## src/rtl/serial_addsub_if.sv

```systemverilog
// -----------------------------------------------------------------------------
// serial_addsub_if -- operand/handshake bundle for the bit-serial add/subtract
// unit.
//
// The master drives the parallel operands and the control strobes. The slave,
// which is the arithmetic unit, returns the accumulator and its status flags.
//
//   load      master->slave  parallel load of the A and B registers
//   a_in      master->slave  WIDTH-bit value for accumulator A
//   b_in      master->slave  WIDTH-bit value for operand register B
//   start     master->slave  begin one serial operation
//   sub       master->slave  operation select, sampled with start (1 = A-B)
//   hold      master->slave  freeze the serial datapath for one cycle
//   acc       slave->master  current contents of A
//   carry_out slave->master  carry flip-flop (for subtract, 1 = no borrow)
//   overflow  slave->master  two's-complement overflow of the last operation
//   busy      slave->master  high while shifting
//   done      slave->master  one-cycle completion pulse
// -----------------------------------------------------------------------------
interface serial_addsub_if #(
    parameter int WIDTH = 8
);
    logic             load;
    logic [WIDTH-1:0] a_in;
    logic [WIDTH-1:0] b_in;
    logic             start;
    logic             sub;
    logic             hold;
    logic [WIDTH-1:0] acc;
    logic             carry_out;
    logic             overflow;
    logic             busy;
    logic             done;

    modport master (
        output load, a_in, b_in, start, sub, hold,
        input  acc, carry_out, overflow, busy, done
    );

    modport slave (
        input  load, a_in, b_in, start, sub, hold,
        output acc, carry_out, overflow, busy, done
    );
endinterface

```

## src/rtl/serial_addsub.sv

```systemverilog
// -----------------------------------------------------------------------------
// serial_addsub -- bit-serial two's-complement adder/subtractor with
// accumulator.
//
// A (the accumulator) and B are WIDTH-bit registers. A single operation takes
// WIDTH shift edges. On each edge the LSBs of A and B go through a full adder.
// The sum bit enters the top of A, and B rotates so that its value is intact
// afterwards. Subtraction inverts the B bits and seeds the carry with 1. A
// start issued without a new load therefore keeps adding or subtracting B
// into A.
//
// Ports:
//   clock  rising-edge clock
//   reset  synchronous, active-high reset
//   bus    serial_addsub_if.slave (operands, controls, result and flags)
// -----------------------------------------------------------------------------
module serial_addsub #(
    parameter int WIDTH = 8
) (
    input  logic            clock,
    input  logic            reset,
    serial_addsub_if.slave  bus
);

    localparam int CW = (WIDTH > 1) ? $clog2(WIDTH) : 1;

    typedef enum logic [1:0] {
        IDLE  = 2'd0,
        SHIFT = 2'd1,
        DONE  = 2'd2
    } state_t;

    state_t           state_q;
    logic [WIDTH-1:0] a_q;
    logic [WIDTH-1:0] b_q;
    logic             carry_q;
    logic             ovf_q;
    logic             mode_q;
    logic [CW-1:0]    cnt_q;

    // One full-adder slice on the current LSBs.
    logic             b_bit;
    logic             sum_d;
    logic             carry_d;
    logic [WIDTH-1:0] a_d;
    logic [WIDTH-1:0] b_d;
    logic             last_shift;

    always_comb begin
        b_bit      = b_q[0] ^ mode_q;
        sum_d      = a_q[0] ^ b_bit ^ carry_q;
        carry_d    = (a_q[0] & b_bit) | (a_q[0] & carry_q) | (b_bit & carry_q);
        a_d        = {sum_d, a_q[WIDTH-1:1]};
        b_d        = {b_q[0], b_q[WIDTH-1:1]};
        last_shift = (cnt_q == CW'(WIDTH - 1));
    end

    always_ff @(posedge clock) begin
        if (reset) begin
            state_q <= IDLE;
            a_q     <= '0;
            b_q     <= '0;
            carry_q <= 1'b0;
            ovf_q   <= 1'b0;
            mode_q  <= 1'b0;
            cnt_q   <= '0;
        end else begin
            case (state_q)
                IDLE: begin
                    // Load takes priority, so a start in the same cycle is dropped.
                    if (bus.load) begin
                        a_q     <= bus.a_in;
                        b_q     <= bus.b_in;
                        ovf_q   <= 1'b0;
                        carry_q <= 1'b0;
                    end else if (bus.start) begin
                        state_q <= SHIFT;
                        cnt_q   <= '0;
                        mode_q  <= bus.sub;
                        // The +1 of the two's-complement negation enters as carry-in.
                        carry_q <= bus.sub;
                    end
                end
                SHIFT: begin
                    if (!bus.hold) begin
                        a_q     <= a_d;
                        b_q     <= b_d;
                        carry_q <= carry_d;
                        cnt_q   <= cnt_q + CW'(1);
                        if (last_shift) begin
                            // On the MSB slice, carry_q is the carry into the MSB.
                            ovf_q   <= carry_q ^ carry_d;
                            state_q <= DONE;
                        end
                    end
                end
                DONE: begin
                    state_q <= IDLE;
                end
                default: begin
                    state_q <= IDLE;
                end
            endcase
        end
    end

    assign bus.acc       = a_q;
    assign bus.carry_out = carry_q;
    assign bus.overflow  = ovf_q;
    assign bus.busy      = (state_q == SHIFT);
    assign bus.done      = (state_q == DONE);

endmodule

```

## src/flat_wrapper.sv

```systemverilog
// flat-port wrapper written by rule: the top's interface ports become plain ports
module serial_addsub_flat 
#(
    parameter int WIDTH = 8
)
  (clock, reset, bus_load, bus_a_in, bus_b_in, bus_start, bus_sub, bus_hold, bus_acc, bus_carry_out, bus_overflow, bus_busy, bus_done);
  serial_addsub_if #(.WIDTH(WIDTH)) bus_i ();
  input  logic clock;
  input  logic reset;
  input wire logic [$bits(bus_i.load)-1:0] bus_load;
  input wire logic [$bits(bus_i.a_in)-1:0] bus_a_in;
  input wire logic [$bits(bus_i.b_in)-1:0] bus_b_in;
  input wire logic [$bits(bus_i.start)-1:0] bus_start;
  input wire logic [$bits(bus_i.sub)-1:0] bus_sub;
  input wire logic [$bits(bus_i.hold)-1:0] bus_hold;
  output wire logic [$bits(bus_i.acc)-1:0] bus_acc;
  output wire logic [$bits(bus_i.carry_out)-1:0] bus_carry_out;
  output wire logic [$bits(bus_i.overflow)-1:0] bus_overflow;
  output wire logic [$bits(bus_i.busy)-1:0] bus_busy;
  output wire logic [$bits(bus_i.done)-1:0] bus_done;
  assign bus_i.load = bus_load;
  assign bus_i.a_in = bus_a_in;
  assign bus_i.b_in = bus_b_in;
  assign bus_i.start = bus_start;
  assign bus_i.sub = bus_sub;
  assign bus_i.hold = bus_hold;
  assign bus_acc = bus_i.acc;
  assign bus_carry_out = bus_i.carry_out;
  assign bus_overflow = bus_i.overflow;
  assign bus_busy = bus_i.busy;
  assign bus_done = bus_i.done;
  serial_addsub #(.WIDTH(WIDTH)) u_core (.clock(clock), .reset(reset), .bus(bus_i));
endmodule
```

## config.mk

```make
export PLATFORM = sky130hd
export DESIGN_NAME = serial_addsub_flat
export DESIGN_NICKNAME = d
export VERILOG_FILES = /design/src/rtl/serial_addsub_if.sv /design/src/rtl/serial_addsub.sv /design/src/flat_wrapper.sv
export SDC_FILE = /design/constraint.sdc
export NUM_CORES = 1
export LEC_CHECK = 0
export ABC_AREA = 1
export CORE_AREA = 3 3 64 66
export CTS_BUF_LIST = sky130_fd_sc_hd__clkbuf_4 sky130_fd_sc_hd__clkbuf_8 sky130_fd_sc_hd__clkbuf_16
export CTS_CLUSTER_SIZE = 40
export DETAILED_ROUTE_END_ITERATION = 16
export DIE_AREA = 0 0 67 69
export SETUP_SLACK_MARGIN = 0.15
export SKIP_LAST_GASP = 1
export SYNTH_ARGS = -nofsm -noshare
export SYNTH_HDL_FRONTEND = slang
export SYNTH_SLANG_ARGS = --single-unit
```

## constraint.sdc

```tcl
create_clock -name clock -period 2 [get_ports clock]
set_input_delay 0.4 -clock clock [delete_from_list [all_inputs] [get_ports clock]]
set_output_delay 0.4 -clock clock [all_outputs]
set_load 0.01 [all_outputs]
```

-- Word level (Yosys, flattened, before mapping)
Cells that the tools add are included.
- shift operators: 0
- div/mod/pow operators: 0
- multiply operators: 0
- mux-type cells: 23
- equal/unequal tests: 9
- magnitude comparators: 0
- bitwise operators: 10
- add/sub/neg operators: 1
- reduce and logical (&&, ||, !) cells: 8
- operators with widths (operator ; count):
    two-way mux 8 bit ; 4
    one-hot mux 8 bit (2 select lines) ; 2
    AND reduction 4 bit ; 3
    two-way mux 3 bit ; 3
    AND reduction 3 bit ; 3
    two-way mux 2 bit ; 4
    != test 2 bit, second input constant ; 4
    two-way mux 1 bit ; 6
    one-hot mux 3 bit (2 select lines) ; 1
    one-hot mux 1 bit (2 select lines) ; 2
    one-hot mux 2 bit (2 select lines) ; 1
    bitwise XOR 1 bit ; 4
    adder 3 x 1 -> 3 bit, second input constant ; 1
    bitwise AND 1 bit ; 3
    equality test 3 bit, second input constant ; 1
    != test 3 bit, second input constant ; 1
    equality test 2 x 1 -> 1 bit, second input constant ; 1
    equality test 2 bit, second input constant ; 1
    zero test 2 bit ; 1
    != test 2 x 1 -> 1 bit, second input constant ; 1
    OR 1 bit ; 2
    nonzero test 2 bit ; 1
    NOT 1 bit ; 1
- logic and storage cells: 58
- memories: 0
- bits in latches: 0
- output and inout port bits: 12
- register bits: 24
- ROM bits: 0
- bits in writable memories: 0

-- Longest topological paths before layout
Gate-level depths: netlist of run 1.
- depth after elaboration: 8
- depth in mapped cells: 8
- depth with buffers taken out: 8

-- Least setup slack after synthesis of run 1
OpenSTA, ideal clock, no wires.
- path type: reg2reg
- from: register u_core.carry_q (netlist: u_core.bus.carry_out)
- to: register u_core.ovf_q (netlist: u_core.bus.overflow)
- required time: 1.887 ns
- arrival: 1.215 ns
- cell stages (with the launch flop): 9
- clock period less this slack: 1.328 ns
- slack: 0.672 ns
- cells stage by stage: dfxtp_1 inv_1 fa_1 inv_1 nand2_1 nand2_1 nor2_1 nor2_1 nor2_1
- longest elaborated chain between the ends: 7
- elaborated cells between the ends (all ways): 8
- classes of those cells: mux: 3; bitwise: 5
- RTL lines (what ; line ; source):
    start: declaration ; serial_addsub.sv:36 ; logic carry_q;
    start signal: assignment ; serial_addsub.sv:81 ; carry_q <= bus.sub;
    start signal: assignment ; serial_addsub.sv:88 ; carry_q <= carry_d;
    bitwise AND 1 bit ; serial_addsub.sv:52 ; carry_d = (a_q[0] & b_bit) | (a_q[0] & carry_q) | (b_bit & carry_q);
    OR 1 bit (2 in series) ; serial_addsub.sv:52 ;
    bitwise XOR 1 bit (*) ; serial_addsub.sv:92 ; ovf_q <= carry_q ^ carry_d;
    two-way mux 1 bit (*) ; serial_addsub.sv:90 ; if (last_shift) begin
    two-way mux 1 bit (*) ; serial_addsub.sv:85 ; if (!bus.hold) begin
    one-hot mux 1 bit (2 select lines) (*) ; serial_addsub.sv:68 ; case (state_q)
    end signal: assignment ; serial_addsub.sv:92 ;
    end: declaration ; serial_addsub.sv:37 ; logic ovf_q;
Every way passes the cells marked *; elsewhere a longest branch is shown, timed or not. The select of a mux whose other input is x is not followed.
A chain may end at the register's enable or synchronous reset.

-- Worst setup path in the final report of run 1
- from: register u_core.state_q[1]
- to: output port bus_busy
- longest elaborated chain between the ends: 1
- RTL lines (what ; line ; source):
    start: declaration ; serial_addsub.sv:33 ; state_t state_q;
    start signal: assignment ; serial_addsub.sv:60 ; state_q <= IDLE;
    start signal: assignment ; serial_addsub.sv:77 ; state_q <= SHIFT;
    start signal: assignment ; serial_addsub.sv:93 ; state_q <= DONE;
    equality test 2 x 1 -> 1 bit ; serial_addsub.sv:110 ; assign bus.busy = (state_q == SHIFT);
    end: declaration ; flat_wrapper.sv:19 ; output wire logic [$bits(bus_i.busy)-1:0] bus_busy;
No other way between the ends.

==> results_dict.tcl, run 1 <==
set metrics [dict create \
    status "complete, no violations" \
    drtIter0Drc 83 \
    grt_max_degree 35 \
    via_per_inst 4.31 \
    core_mm2 0.00363 \
    max_freq_mhz 580 \
    cp_slowest_stage_delay_ps 550 \
    avgSynthCellArea_um2 6.86 \
    gr-total-overflow 0 \
    power_density_mw_per_mm2 657 \
    hp-class "register to register" \
    route.detailed.drc 0 \
    crit_path_top_delay_cell "clkdlybuf4s50_1" \
    p_int_mw 0.827 \
    setup_viol 0 \
    clkLatencyLatePin_ps 260 \
    cp.arrival_ps 1320 \
    syn_inst 206 \
    clockPowerShare 0.236 \
    cap_violations 0 \
    p_switching_mw 0.362 \
    swShare 0.304 \
    skew_ps 0.797 \
    yosysUniqueCellTypes 26 \
    dp.cells 285 \
    pwr-share-seq 0.455 \
    critPathLaunchType "register" \
    grt_pass1_vias 1129 \
    synth_top_area_share 0.340 \
    clk_pin_slew_worst_paths_ps 80 \
    crit_chain "nor2_2 -> clkdlybuf4s50_1" \
    area_growth_pct 27.9 \
    synth_warnings 0 \
    drive_gt1_frac 0.183 \
    finalHoldViolations 0 \
    die-width_um 67 \
    slew_violations 0 \
    worstPathMaxFanout 6 \
    root_buffer "clkbuf_8" \
    max_slew_margin 0.663 \
    min_period_ps 1720 \
    worst_pin_slew_ps 506 \
    hpwl_mm 1.97 \
    synthTopCellsByArea "dfxtp_1 34%, nand2_1 15%, nor2_1 11%" \
    grt_pass1_wl_mm 4.83 \
    cts-root-to-sink-buffers 2 \
    antenna_found_initial 0 \
    fillCellCount 399 \
    io_buffers 33 \
    instances_no_fill 288 \
    rsz0062_at_grt "no" \
    cts_sinks 24 \
    gp_congestion 0.817 \
    rows 22 \
    die_area_mm2 0.00462 \
    num_antenna_cells 0 \
    dr.pass1.iters 4 \
    routed_wl_mm 2.75 \
    multi_input_area_um2 738 \
    post-cts-setup-buffers 0 \
    vias 1240 \
    cts-buffers-inserted 3 \
    p_comb_frac 0.309 \
    die_h_um 69 \
    wl_per_cell_um 9.56 \
    cts_tree "done" \
    htree_levels 1 \
    power_leakage_nw 0.856 \
    ir_drop_mv 0.270 \
    final_nets 267 \
    final_antenna_net_count 0 \
    seqCellArea_um2 484 \
    ys_seq_area_frac 0.340 \
    synth_seq_cells 24 \
    layout_common_cells "56 x nand2_1, 43 x nor2_1, 32 x clkdlybuf4s50_1" \
    end_kind "primary output" \
    holdBufCountCts 0 \
    required_ps 1600 \
    synth_fp_nets 231 \
    synth_top_cell_by_area "dfxtp_1" \
    grt_use_total 0.130 \
    tns_ps 0 \
    pin_count 34 \
    start_util 0.389 \
    syn_area_mm2 0.00141 \
    final_common_cell "nand2_1" \
    crit_type "register to primary output" \
    period_share 0.862 \
]
Yosys cell counts:
master,n
dfxtp_1,24
o21ai_1,4
nor2_1,43
buf_8,2
nor2_2,2
xnor2_1,1
nand3_2,1
o21ai_0,1
clkinv_1,1
inv_2,2
ha_1,2
buf_12,1
inv_1,24
a21oi_1,4
buf_4,1
nand2_4,1
fa_1,1
a21oi_2,1
o21ai_2,12
buf_6,2
nor3_2,1
nand2_1,56
nand4_1,1
clkbuf_8,1
nand2_2,15
nand3_1,2
power groups by stage:
stage	sequential [mW]	combinational, mW	clock, mW
finish	0.540	0.368	0.280
global route	0.545	0.420	0.316
CTS	0.542	0.372	0.295
detailed placement	0.553	0.369	0
global placement	0.553	0.370	0
floorplan	0.563	0.240	0
metal layers:
layer  wire length (µm)  global-route usage  up-vias  share of wire
met5                  0                   0        -              0
met4                 17              0.0518        0         0.0062
met3                146              0.0212        2          0.053
met2               1180               0.189       28           0.43
met1               1410               0.187      517           0.51
li1                   -                   -      693              -
logic make-up (layout without fill, tap and decap cells):
group                      Yosys count  in the layout  synth area share
AOI/OAI and AO/OA                   22             22             0.112
xor gates and xnor gates             1              1           0.00620
DFF                                 24             24             0.340
adders and majority gates            3              3            0.0319
buffers and inverters               34             68             0.138
and+or+nand+nor                    122            122             0.372
timing repair:
item / CTS / global route
setup endpoints to repair: 1 / 1
gates resized for setup: 1 / 2
cloned: 0 / 0
state kept, by name, summed over array words and instances, names as in the netlist:
name,flops
u_core.bus.acc,8
u_core.mode_q,1
u_core.cnt_q,3
u_core.bus.carry_out,1
u_core.state_q,2
u_core.bus.overflow,1
u_core.b_q,8
worst max-delay path, delay by kind of cell (launching register included):
kind | cells | cell delay (ps)
simple gates | 1 | 130
buf+inv | 1 | 550
flops | 1 | 380
per-stage QoR:
step | setup slack (ps) | hold slack [ps] | util | cell area, µm² | power [mW]
2_1_floorplan | 672 | 437 | - | 1410 | 0.803
3_3_place_gp | 294 | 455 | 0.485 | 1760 | 0.923
3_5_place_dp | 243 | 457 | 0.485 | 1760 | 0.922
4_1_cts | 206 | 470 | 0.496 | 1800 | 1.21
5_1_grt | 207 | 489 | 0.498 | 1810 | 1.28
6_report | 276 | 463 | 0.498 | 1810 | 1.19
area by class of cell:
type | count | share of cell area
multi-input combinational | 148 | 0.408
timing repair buffer | 38 | 0.212
tap | 48 | 0.0332
sequential | 24 | 0.268
inverter | 27 | 0.0561
clock buffer | 3 | 0.0228
final timing paths:
kind | startpoint | to | slack [ps] | cells past startpoint
max | u_core.state_q[1]$_SDFFE_PP0P_ | bus_busy | 280 | 2
min | u_core.cnt_q[1]$_SDFFE_PP0P_ | u_core.cnt_q[1]$_SDFFE_PP0P_ | 460 | 2
max reg2reg | u_core.bus.carry_out$_SDFFE_PP0P_ | u_core.bus.overflow$_SDFFE_PP0P_ | 640 | 8
min reg2reg | u_core.cnt_q[1]$_SDFFE_PP0P_ | u_core.cnt_q[1]$_SDFFE_PP0P_ | 460 | 2
No activity file was read; power rests on OpenSTA's default activity.
==> run 2, diff against run 1 <==
HOLD_SLACK_MARGIN = 0.1   (was default)
==> results of run 2 <==
Final layout, timing and power as in run 1 (identical DEF).
